==> src/rtl/wishbone_master_queued.sv <==
// Queued Wishbone classic master: commands are buffered in a FIFO and issued as
// single-beat cycles with rty retry, per-attempt timeout and status-tagged responses.
module wishbone_master_queued #(
    parameter int ADDR_W    = 32,
    parameter int DATA_W    = 32,
    parameter int DEPTH     = 4,
    parameter int MAX_RETRY = 3,
    parameter int TIMEOUT   = 255
) (
    input  logic                         clk,
    input  logic                         rst,
    input  logic                         cmd_valid,
    output logic                         cmd_ready,
    input  logic                         cmd_we,
    input  logic [ADDR_W-1:0]            cmd_adr,
    input  logic [DATA_W/8-1:0]          cmd_sel,
    input  logic [DATA_W-1:0]            cmd_dat,
    output logic                         rsp_valid,
    input  logic                         rsp_ready,
    output logic [DATA_W-1:0]            rsp_dat,
    output logic [1:0]                   rsp_status,
    output logic [$clog2(DEPTH+1)-1:0]   fifo_level,
    output logic                         busy,
    output logic [ADDR_W-1:0]            adr,
    input  logic [DATA_W-1:0]            din,
    output logic [DATA_W-1:0]            dout,
    output logic                         cyc,
    output logic                         stb,
    output logic [DATA_W/8-1:0]          sel,
    output logic                         we,
    input  logic                         ack,
    input  logic                         err,
    input  logic                         rty
);

    localparam int SEL_W = DATA_W / 8;
    localparam int LVL_W = $clog2(DEPTH + 1);
    localparam int PTR_W = $clog2(DEPTH);
    localparam int ENT_W = 1 + ADDR_W + SEL_W + DATA_W;
    localparam int RTY_W = (MAX_RETRY > 0) ? $clog2(MAX_RETRY + 1) : 1;
    localparam int TMO_W = (TIMEOUT > 1) ? $clog2(TIMEOUT) : 1;

    localparam logic [RTY_W-1:0] RTY_MAX  = RTY_W'(MAX_RETRY);
    localparam logic [TMO_W-1:0] TMO_LAST = TMO_W'(TIMEOUT - 1);
    localparam logic [LVL_W-1:0] LVL_FULL = LVL_W'(DEPTH);
    localparam logic [LVL_W-1:0] LVL_ZERO = LVL_W'(0);
    localparam logic [LVL_W-1:0] LVL_ONE  = LVL_W'(1);

    localparam logic [1:0] ST_OK  = 2'd0;
    localparam logic [1:0] ST_ERR = 2'd1;
    localparam logic [1:0] ST_RTY = 2'd2;
    localparam logic [1:0] ST_TMO = 2'd3;

    typedef enum logic [1:0] {
        IDLE    = 2'd0,
        BUS     = 2'd1,
        BACKOFF = 2'd2
    } state_t;

    state_t             state_r;
    state_t             state_next_s;
    logic [ENT_W-1:0]   mem_r [DEPTH];
    logic [PTR_W-1:0]   wr_ptr_r;
    logic [PTR_W-1:0]   rd_ptr_r;
    logic [LVL_W-1:0]   count_next_s;
    logic [ENT_W-1:0]   head_s;
    logic [RTY_W-1:0]   retry_r;
    logic [TMO_W-1:0]   tmo_r;
    logic               push_s;
    logic               launch_s;
    logic               reissue_s;
    logic               drop_s;
    logic               rsp_load_s;
    logic               retry_inc_s;
    logic               tmo_inc_s;
    logic [1:0]         status_s;
    logic [DATA_W-1:0]  rdat_s;

    assign push_s = cmd_valid && cmd_ready;
    assign head_s = mem_r[rd_ptr_r];

    // Next-state and per-cycle control strobes for the bus sequencer
    always_comb begin
        state_next_s = state_r;
        launch_s     = 1'b0;
        reissue_s    = 1'b0;
        drop_s       = 1'b0;
        rsp_load_s   = 1'b0;
        retry_inc_s  = 1'b0;
        tmo_inc_s    = 1'b0;
        status_s     = ST_OK;
        rdat_s       = {DATA_W{1'b0}};
        case (state_r)
            IDLE: begin
                if ((fifo_level != LVL_ZERO) && (!rsp_valid || rsp_ready)) begin
                    launch_s     = 1'b1;
                    state_next_s = BUS;
                end else begin
                    state_next_s = IDLE;
                end
            end
            BUS: begin
                // err wins over ack, ack over rty
                if (err) begin
                    drop_s       = 1'b1;
                    rsp_load_s   = 1'b1;
                    status_s     = ST_ERR;
                    state_next_s = IDLE;
                end else if (ack) begin
                    drop_s       = 1'b1;
                    rsp_load_s   = 1'b1;
                    status_s     = ST_OK;
                    rdat_s       = we ? {DATA_W{1'b0}} : din;
                    state_next_s = IDLE;
                end else if (rty) begin
                    drop_s = 1'b1;
                    if (retry_r < RTY_MAX) begin
                        retry_inc_s  = 1'b1;
                        state_next_s = BACKOFF;
                    end else begin
                        rsp_load_s   = 1'b1;
                        status_s     = ST_RTY;
                        state_next_s = IDLE;
                    end
                end else if (tmo_r == TMO_LAST) begin
                    drop_s       = 1'b1;
                    rsp_load_s   = 1'b1;
                    status_s     = ST_TMO;
                    state_next_s = IDLE;
                end else begin
                    tmo_inc_s = 1'b1;
                end
            end
            BACKOFF: begin
                reissue_s    = 1'b1;
                state_next_s = BUS;
            end
            default: begin
                state_next_s = IDLE;
            end
        endcase
    end

    // FIFO occupancy after this edge
    always_comb begin
        count_next_s = fifo_level;
        if (push_s && !launch_s) begin
            count_next_s = fifo_level + LVL_ONE;
        end else if (launch_s && !push_s) begin
            count_next_s = fifo_level - LVL_ONE;
        end else begin
            count_next_s = fifo_level;
        end
    end

    // Sequencer state register
    always_ff @(posedge clk) begin
        if (rst) begin
            state_r <= IDLE;
        end else begin
            state_r <= state_next_s;
        end
    end

    // Command storage; occupancy is tracked by the level counter so no reset needed
    always_ff @(posedge clk) begin
        if (push_s) begin
            mem_r[wr_ptr_r] <= {cmd_we, cmd_adr, cmd_sel, cmd_dat};
        end
    end

    // FIFO pointers, level, ready and busy flags
    always_ff @(posedge clk) begin
        if (rst) begin
            wr_ptr_r   <= {PTR_W{1'b0}};
            rd_ptr_r   <= {PTR_W{1'b0}};
            fifo_level <= LVL_ZERO;
            cmd_ready  <= 1'b0;
            busy       <= 1'b0;
        end else begin
            if (push_s) begin
                wr_ptr_r <= wr_ptr_r + PTR_W'(1);
            end
            if (launch_s) begin
                rd_ptr_r <= rd_ptr_r + PTR_W'(1);
            end
            fifo_level <= count_next_s;
            cmd_ready  <= (count_next_s != LVL_FULL);
            busy       <= (state_next_s != IDLE) || (count_next_s != LVL_ZERO);
        end
    end

    // Wishbone request signals plus retry and timeout counters
    always_ff @(posedge clk) begin
        if (rst) begin
            cyc     <= 1'b0;
            stb     <= 1'b0;
            we      <= 1'b0;
            adr     <= {ADDR_W{1'b0}};
            sel     <= {SEL_W{1'b0}};
            dout    <= {DATA_W{1'b0}};
            retry_r <= {RTY_W{1'b0}};
            tmo_r   <= {TMO_W{1'b0}};
        end else if (launch_s) begin
            {we, adr, sel, dout} <= head_s;
            cyc     <= 1'b1;
            stb     <= 1'b1;
            retry_r <= {RTY_W{1'b0}};
            tmo_r   <= {TMO_W{1'b0}};
        end else if (reissue_s) begin
            // Same request fields are still held from the launch
            cyc   <= 1'b1;
            stb   <= 1'b1;
            tmo_r <= {TMO_W{1'b0}};
        end else if (drop_s) begin
            cyc <= 1'b0;
            stb <= 1'b0;
            if (retry_inc_s) begin
                retry_r <= retry_r + RTY_W'(1);
            end
        end else if (tmo_inc_s) begin
            tmo_r <= tmo_r + TMO_W'(1);
        end
    end

    // Response holding register
    always_ff @(posedge clk) begin
        if (rst) begin
            rsp_valid  <= 1'b0;
            rsp_dat    <= {DATA_W{1'b0}};
            rsp_status <= ST_OK;
        end else if (rsp_load_s) begin
            rsp_valid  <= 1'b1;
            rsp_dat    <= rdat_s;
            rsp_status <= status_s;
        end else if (rsp_valid && rsp_ready) begin
            rsp_valid  <= 1'b0;
            rsp_dat    <= {DATA_W{1'b0}};
            rsp_status <= ST_OK;
        end
    end

endmodule

==> config.mk <==
export PLATFORM = sky130hd
export DESIGN_NAME = wishbone_master_queued
export DESIGN_NICKNAME = d
export VERILOG_FILES = /design/src/rtl/wishbone_master_queued.sv
export SDC_FILE = /design/constraint.sdc
export NUM_CORES = 1
export LEC_CHECK = 0
export BUFFER_PORTS_ARGS = -buffer_cell sky130_fd_sc_hd__buf_2
export CAP_MARGIN = 15
export CORE_UTILIZATION = 45
export DETAILED_ROUTE_END_ITERATION = 8
export PLACE_DENSITY = 0.65
export SKIP_LAST_GASP = 1
export SLEW_MARGIN = 15
export SYNTH_ARGS = -nofsm -noshare
export SYNTH_HDL_FRONTEND = slang
export SYNTH_SLANG_ARGS = --single-unit
==> constraint.sdc <==
create_clock -name clk -period 3.8 [get_ports clk]
set_clock_uncertainty 0.2 [all_clocks]
set_input_delay 0.57 -clock clk [delete_from_list [all_inputs] [get_ports clk]]
set_output_delay 0.57 -clock clk [all_outputs]
set_load 0.05 [all_outputs]
Yosys cells after proc, flatten, opt, wreduce, memory -nomap -nowiden
Memory sizes are Yosys's and may differ from the RTL's. A register that Yosys moved wholly into a read port is not among the register bits.
Index checks and enable logic that the tools add are counted.
Cells by class
  add/subtract/negate cells: 6
  order comparisons: 1
  eq/ne operators: 4
  multiplexer cells: 53
  bitwise gates (word level): 2
  reduce and logical (&&, ||, !) cells: 20
Operator list (count)
  two-way mux 32 bit: 6
  two-way mux 1 bit: 31
  two-way mux 2 bit: 13
  nonzero test 3 bit: 3
  adder 8 x 1 -> 8 bit, second input constant: 1
  equality test 8 bit, second input constant: 1
  adder 2 x 1 -> 2 bit, second input constant: 3
  two-way mux 3 bit: 2
  case mux 2 bit (3 select lines): 1
  logical AND 1 bit: 5
  nonzero test 2 bit: 2
  adder 3 x 1 -> 3 bit, second input constant: 1
  logical NOT 1 bit: 3
  != test 3 bit, second input constant: 1
  AND reduction 3 bit: 1
  OR reduction 3 bit: 1
  subtractor 3 x 1 -> 3 bit, second input constant: 1
  equality test 2 x 1 -> 1 bit, second input constant: 1
  equality test 2 bit, second input constant: 1
  logical NOT 2 bit: 1
  logical OR 1 bit: 2
  < comparator 2 bit, second input constant: 1
  NOT 1 bit: 2
  AND reduction 2 bit: 1
  OR reduction 2 bit: 1
Word-level totals
  register bits: 57
  memory bits (writable): 276
  input bits: 108
  output and inout bits: 111
  word-level logic and storage cells: 99
  memories: 1
Memories
  mem_r: depth 4, width 69, rd ports 1, clocked after Yosys merged registers in 1, wr ports 1, line 62  | logic [ENT_W-1:0] mem_r [DEPTH];

Logic depth before layout (Yosys ltp)
Gate-level depths: netlist of the first run.
  depth in word-level cells: 10
  mapped depth: 8
  gate-level depth less buffers: 7

Worst setup path before layout of the first run
No wires, ideal clock.
  path kind: reg2reg
  start: reg cmd_ready
  end: mem mem_r[0][0] (netlist bit) (enable)
  setup time: 0.435 ns
  arrival time: 2.455 ns
  data required time: 3.165 ns
  setup slack: 0.710 ns
  cell stages (with the launch flop): 2
  buffers on the path: 0
  clock period less this slack: 3.090 ns
  cells stage by stage: dfxtp_1 and3_1
On the way
  word-level cells in the longest chain between the ends: 3
Ends and longest elaborated chain
  start, declared: line 13  | output logic cmd_ready,
  start signal, assigned: line 188  | cmd_ready <= (count_next_s != LVL_FULL);
  logical AND 1 bit: line 79  | assign push_s = cmd_valid && cmd_ready;
  two-way mux 1 bit: line 167  | if (push_s) begin
  two-way mux 1 bit (implied by the code): line 168  | mem_r[wr_ptr_r] <= {cmd_we, cmd_adr, cmd_sel, cmd_dat};
  end, declared: line 62
No other way between the ends.

Worst setup path after layout of the first run
  start: reg fifo_level[0]
  end: reg dout[4] (read register of mem_r)
On the way
  word-level cells in the longest chain between the ends: 4
Ends and longest elaborated chain
  start, declared: line 22  | output logic [$clog2(DEPTH+1)-1:0] fifo_level,
  start signal, assigned: line 187  | fifo_level <= count_next_s;
  nonzero test 3 bit: line 95  | if ((fifo_level != LVL_ZERO) && (!rsp_valid || rsp_ready)) begin
  logical AND 1 bit: line 95
  two-way mux 1 bit: line 95
  two-way mux 1 bit: line 93  | case (state_r)
  end, declared: line 26  | output logic [DATA_W-1:0] dout,
No other way between the ends.
A chain may end at the register's enable or synchronous reset.

==> results of run 1 <==
[area by class of cell]
cell class | count | area share (%)
Clock inverter | 21 | 1.65
Inverter | 7 | 0.146
Antenna cell | 6 | 0.0836
Tap cell | 442 | 3.08
Sequential cell | 402 | 60.3
Multi-Input combinational cell | 481 | 20.9
Timing Repair Buffer | 237 | 7.21
Clock buffer | 59 | 6.72
[layout by cell type, fill, tap and decap left out, drive strengths merged, types with 8 or more instances in the layout]
master and count:
edfxtp 276, buf 237, nand2 148, dfxtp 126, a21oi 105, mux4 69, nand3 66, clkbuf 59
nor2 18, clkinv 12, ha 10, xor2 8, inv 8
[cells in the mapped netlist, types with 6 or more instances]
cell                       instances
sky130_fd_sc_hd__nand2_1         148
sky130_fd_sc_hd__buf_2            27
sky130_fd_sc_hd__mux4_2           69
sky130_fd_sc_hd__xor2_1            8
sky130_fd_sc_hd__a21oi_1         105
sky130_fd_sc_hd__ha_1             10
sky130_fd_sc_hd__edfxtp_1        276
sky130_fd_sc_hd__dfxtp_1         126
sky130_fd_sc_hd__nand3_1          66
sky130_fd_sc_hd__inv_1             7
sky130_fd_sc_hd__clkbuf_1         28
sky130_fd_sc_hd__and3_1            6
sky130_fd_sc_hd__nor2_1           18
sky130_fd_sc_hd__xnor2_1           6
[per-stage QoR]
step	setup WS (ps)	area (sq um)	hold slack, ps
5_1_grt	1130	17900	34.9
4_1_cts	1290	17900	33.2
6_report	1320	18000	55.2
3_5_place_dp	1300	16400	243
2_1_floorplan	710	14800	269
3_3_place_gp	1370	16400	238
[flip-flops by register name (all words and copies together), names as in the netlist]
name / count
rd_ptr_r: 2
stb: 1
rsp_status: 2
rsp_valid: 1
adr: 32
wr_ptr_r: 2
retry_r: 2
dout: 32
fifo_level: 3
cmd_ready: 1
state_r: 2
tmo_r: 8
we: 1
busy: 1
sel: 4
rsp_dat: 32
mem_r: 276
[power breakdown]
part           internal (W)  leakage, nW  switching [W]  total, W
Combinational       0.00125         2.16        0.00278   0.00402
Sequential          0.00525         3.53       0.000385   0.00563
Clock               0.00271        0.734        0.00163   0.00434
[cell families after synthesis]
kind of cell	after synthesis	share of synthesized area (%)
AO/OA/AOI/OAI	124	4.81
adder cells (fa/ha/maj)	10	0.843
AND/OR/NAND/NOR	260	7.76
buffers and inverters	68	2.18
flip-flops	402	72.8
multiplexers	73	10.7
XOR/XNOR	14	0.826
[critical path, stage by stage (launching register included)]
cell                      delay (ps)
sky130_fd_sc_hd__dfxtp_1         440
sky130_fd_sc_hd__inv_1            80
sky130_fd_sc_hd__ha_1            200
sky130_fd_sc_hd__ha_1            280
sky130_fd_sc_hd__or3_4           670
sky130_fd_sc_hd__buf_4           300
sky130_fd_sc_hd__nand2_1          90
sky130_fd_sc_hd__a21oi_1          70
[routing by layer]
layer,wire [um],share of wire (%)
met2,14800,48
met5,49,0.16
met4,449,1.5
met1,12800,42
met3,2480,8.1
[worst max path at each step]
stage                              from          end  slack (ps)  cells after the start
final                     fifo_level[0]      dout[4]        1320                      7
after global routing      fifo_level[0]  rd_ptr_r[1]        1130                      8
after CTS                 fifo_level[0]      dout[4]        1290                      7
after detailed placement      rsp_ready      adr[20]        1300                      6
after global placement    fifo_level[0]     dout[30]        1370                      7
after floorplan               cmd_ready  mem_r[0][0]         710                      1
==> impl_results.md, run 1 <==
- Hold WC Path Type: primary input to flip-flop
- Internal reg-to-reg setup slack: 1320 ps
- Type of element launching the critical path: flip-flop
- Total routing usage reported by global routing: 18.1%
- Number of cells on the worst reg-to-reg path: 7
- Lkg Pwr: 6.43 nW
- Fin nets: 1,290
- Die Span Y: 184 um
- Max-Slew Margin vs Limit: 47.8%
- Initial core utilization: 45.7%
- Core area: 0.0325 sq mm
- Number of cells in the design after placement: 1,568
- Wire length of the first global-routing pass: 47,000 um
- Top-area cell type share of the netlist area: 55.8%
- Clock tree from TritonCTS: yes
- Cell row count: 66
- Area occupied by multi-input gates: 0.00374 sq mm
- Ratio of total power to cell area: 780 mW/mm^2
- Accumulated negative setup slack: 0 ps
- Share of the clock period used by the worst path: 65.3%
- Required time worst endpoint: 3960 ps
- Resized cells post-CTS: 0
- CTS Buf Count: 43
- Clk root buf: sky130_fd_sc_hd__clkbuf_16
- Hold depth: 1
- Count of buffers from port buffering: 218
- Setup repair after global routing missed its margin: no
- Largest area contributor in the netlist: sky130_fd_sc_hd__edfxtp_1
- Maximum clock frequency: 0.403 GHz
- Global routing usage on met2: 30.2%
- Signal arrival time at the worst endpoint: 2650 ps
- Primary flip-flop cell chosen by synthesis mapping: sky130_fd_sc_hd__edfxtp_1
- Hold-critical path endpoint: mem_r[1][32]
- Via Count: 8,537
- GR Layer Usage met3: 5.78%
- Via density per instance: 5.16
- Worst Path Max Fanout: 39
- Run status: finished, final reports clean
- Number of max-capacitance violations reported: 0
- Post-synth EDFFs: 276
- Post-synth design cell area: 0.0148 sq mm
- Power consumption: 0.0140 W
- Die Wd: 184 um
- Count of endpoints failing hold in the final timing report: 0
- Insertion delay of the later-clocked pin in the worst-skew pair: 520 ps
- Routability Congestion: 0.766
- Synthesized netlist cell count: 951
- Clk slew on worst S/H paths: 60 ps
- Slew of the pin with the lowest slew margin: 783 ps
- Type of destination of the critical path: flip-flop
- TritonRoute pass-1 iters: 4
- Clock Sink Count: 402
- Worst reg2reg endpoint: dout[4]
- Total Routed Length: 30,600 um
- Register area share after synthesis: 72.8%
- Unique cell type count in the Yosys netlist: 48
- Pin count of the biggest net entering global routing: 66
- Layout overhead on the synthesized area: 21.0%
- Hold path start: cmd_sel[0]
- CTS hold repair buffers: 0
- Number of register bits inferred by synthesis: 402
- Ranking of synthesized cells by area: sky130_fd_sc_hd__edfxtp_1 56%, sky130_fd_sc_hd__dfxtp_1 17%, sky130_fd_sc_hd__mux4_2 10%, sky130_fd_sc_hd__nand2_1 3.7%, sky130_fd_sc_hd__a21oi_1 3.5%
- Die outline area: 0.0337 sq mm
- Synth warn: 0
- Most used routing layer in global routing: met2
- Startpoint of the worst register-to-register path: fifo_level[0]
- Fraction of final layout cells sized beyond drive strength 1: 32.2%
- # IOs: 219
- Post-Synthesis Mean Instance Area: 15.6 sq um
- End-of-flow core utilization: 55.3%
- Async set or reset register ratio after synthesis: 0%
- Slew Limit Fails: 0
- Crit Path Category: flip-flop to flip-flop
- Count of H-tree levels built during CTS: 2
- Routing usage on met1: 22.9%
- Peak supply drop: 0.636 mV
- Initial antenna violation count: 9
- Buffers inserted by post-CTS timing repair: 0
- Min Clock Period, post-route: 2480 ps
- Maximum clock insertion buffer count: 3
- Final ANT Viol Nets: 0
- Post-detailed-route wirelength per cell: 18.5 um
- DRC: 0
- Post-Syn Nets: 1,069
- Final setup violating endpoints: 0
- Sum of overflow across all layers after global routing: 0
- Placed wire-length estimate: 18,200 um
- Sequential standard cell area: 0.0108 sq mm
- Via count of the first global-routing pass: 8,523
- First-iteration detailed-routing DRC count: 429
- Number of inserted filler cells in the final layout: 2,636
- Post-route insts no fill: 1,655
Power figures use the tool's default switching activity.
==> run 2: changes to the inputs <==
==> constraint.sdc (replaced) <==
create_clock -name clk -period 2.3 [get_ports clk]
set_clock_uncertainty 0.2 [all_clocks]
set_input_delay 0.345 -clock clk [delete_from_list [all_inputs] [get_ports clk]]
set_output_delay 0.345 -clock clk [all_outputs]
set_load 0.05 [all_outputs]
==> run 2 against run 1 <==
Flip-flop and latch count unchanged. Routed wire length is 5.7% higher. Register-to-register slack worse by 1100 ps. Setup slack lost 1100 ps. Fmax is 19% higher. Cell area up 5.8%. Largest cell class unchanged.
==> impl_results.md, run 2 (synthesis results as in run 1) <==
- Largest stage delay on the critical path: 440 ps
- TritonRoute pass-1 iters: 4
- Run status: finished, final reports clean
- Initial core utilization: 45.7%
- Peak supply drop: 0.899 mV
- Fin nets: 1,400
- Die Span Y: 184 um
- Cell row count: 66
- Final ANT Viol Nets: 0
- Cell-by-cell listing of the critical path: inv_1, ha_1, ha_2, or3_4, buf_12, xnor2_1, nor2_1
- Total Routed Length: 32,300 um
- Routability Congestion: 0.778
- Number of max-capacitance violations reported: 0
- Lkg Pwr: 6.86 nW
- Die Wd: 184 um
- Placed wire-length estimate: 18,600 um
- Clock Sink Count: 402
- Slew Limit Fails: 0
- Max-Slew Margin vs Limit: 64.3%
- Maximum clock frequency: 0.478 GHz
- Count of endpoints failing hold in the final timing report: 0
- Required time worst endpoint: 2490 ps
- Layout overhead on the synthesized area: 28.0%
- Worst Path Max Fanout: 41
- Number of cells in the design after placement: 1,576
- Pin count of the biggest net entering global routing: 70
- Commonest cells after routing, fill and taps aside: 276 x sky130_fd_sc_hd__edfxtp_1, 217 x sky130_fd_sc_hd__buf_2, 148 x sky130_fd_sc_hd__nand2_1
- Count of H-tree levels built during CTS: 2
- Buffers inserted by post-CTS timing repair: 0
- Type of destination of the critical path: flip-flop
- # IOs: 219
- Bufs and invs on worst path: 2
- Most frequent standard cell in the layout excluding fill and tap cells: sky130_fd_sc_hd__edfxtp_1
- Post-route insts no fill: 1,757
- Clk root buf: sky130_fd_sc_hd__clkbuf_16
- Cell with the largest stage delay on the worst path: sky130_fd_sc_hd__or3_4
- Count of buffers from port buffering: 218
- CTS Buf Count: 42
- First-iteration detailed-routing DRC count: 386
- Sequential standard cell area: 0.0108 sq mm
- Area after detailed placement: 0.0166 sq mm
- Type of element launching the critical path: flip-flop
- Share of the clock period used by the worst path: 90.9%
- Setup repair after global routing missed its margin: no
- Power consumption: 0.0228 W
- Via count of the first global-routing pass: 9,162
- Sum of overflow across all layers after global routing: 0
- Die outline area: 0.0337 sq mm
- Fraction of final layout cells sized beyond drive strength 1: 30.0%
- Crit Path Category: flip-flop to flip-flop
- Max reg flops: 276
- Min Clock Period, post-route: 2090 ps
- Via Count: 9,014
- DRC: 0
- Family with the most delay on the worst path: simple AND/OR/NAND/NOR gates
- Register bank with the most flops: mem_r
- Clock tree from TritonCTS: yes
- Wire length of the first global-routing pass: 50,200 um
- Clk slew on worst S/H paths: 60 ps
- Area of all placed cells without fillers: 0.0190 sq mm
- Maximum clock insertion buffer count: 3
- Final setup violating endpoints: 0
- Ratio of total power to cell area: 1200 mW/mm^2
- Signal arrival time at the worst endpoint: 2290 ps
- Initial antenna violation count: 1
- Slew of the pin with the lowest slew margin: 534 ps
- Area occupied by multi-input gates: 0.00375 sq mm
- Via density per instance: 5.13
- Core area: 0.0325 sq mm
- Total routing usage reported by global routing: 19.2%
- Number of inserted filler cells in the final layout: 2,524
- Insertion delay of the later-clocked pin in the worst-skew pair: 530 ps
- Hold WC Path Type: primary input to flip-flop
- Post-detailed-route wirelength per cell: 18.4 um
run 2: changes by cell type in the layout (fill, tap and decap cells not counted), sizes merged:
cell	change
diode	-5
dlygate4sd3	+104
bufinv	-6
clkinv	+2
buf	+7
clkbuf	+1
clkinvlp	-1
run 2: worst paths after layout:
check	startpoint	endpoint	slack [ps]	cells past startpoint
hold reg to reg	adr[30]	adr[30]	250	2
hold / removal	ack	rsp_status[1]	40	3
setup / recovery	fifo_level[0]	fifo_level[0]	210	7
setup reg to reg	fifo_level[0]	fifo_level[0]	210	7
run 2: cell type report:
class	instances	share of cell area [%]
tap	442	2.91
inverter	7	0.138
clock inverter	16	0.698
antenna	1	0.0132
clock buffer	60	6.15
multi-input combinational	481	19.7
sequential	402	57.0
timing repair buffer	348	13.4
run 2: report_power, final:
group | switching [W] | internal (W) | total (W)
registers | 0.000458 | 0.00867 | 0.00913
clock network | 0.00266 | 0.00367 | 0.00633
logic | 0.00490 | 0.00242 | 0.00732
run 2: layer usage:
metal | vias up | track usage (%) | part of all wire [%]
li1 | 4245 | - | -
met1 | 4435 | 24.2 | 42
met2 | 284 | 33.1 | 49
met3 | 50 | 4.50 | 7.3
met4 | 0 | 5.47 | 2.1
met5 | - | 0 | 0
run 2: per-stage QoR:
step	hold slack [ps]	setup WS [ps]	setup TNS [ps]	util, %
CTS	23.4	132	0	58.5
finish	39.6	208	0	58.5
floorplan	244	-51.4	-14180	-
global route	48.2	57.7	0	58.5
detailed placement	244	148	0	51.3
global placement	239	155	0	51.3
run 2: worst reg2reg max path, cell delays in order, from the launching register on:
cell and delay [ps]:
sky130_fd_sc_hd__dfxtp_2 390, sky130_fd_sc_hd__inv_1 60, sky130_fd_sc_hd__ha_1 200, sky130_fd_sc_hd__ha_2 230
sky130_fd_sc_hd__or3_4 440, sky130_fd_sc_hd__buf_12 200, sky130_fd_sc_hd__xnor2_1 190, sky130_fd_sc_hd__nor2_1 50
run 2: timing repair:
| item | CTS | global route |
|---|---|---|
| resized for setup | 0 | 1 |
| hold buffers | 104 | 0 |
| endpoints found under the setup margin | 0 | 2 |
| hold endpoints to repair | 311 | 0 |
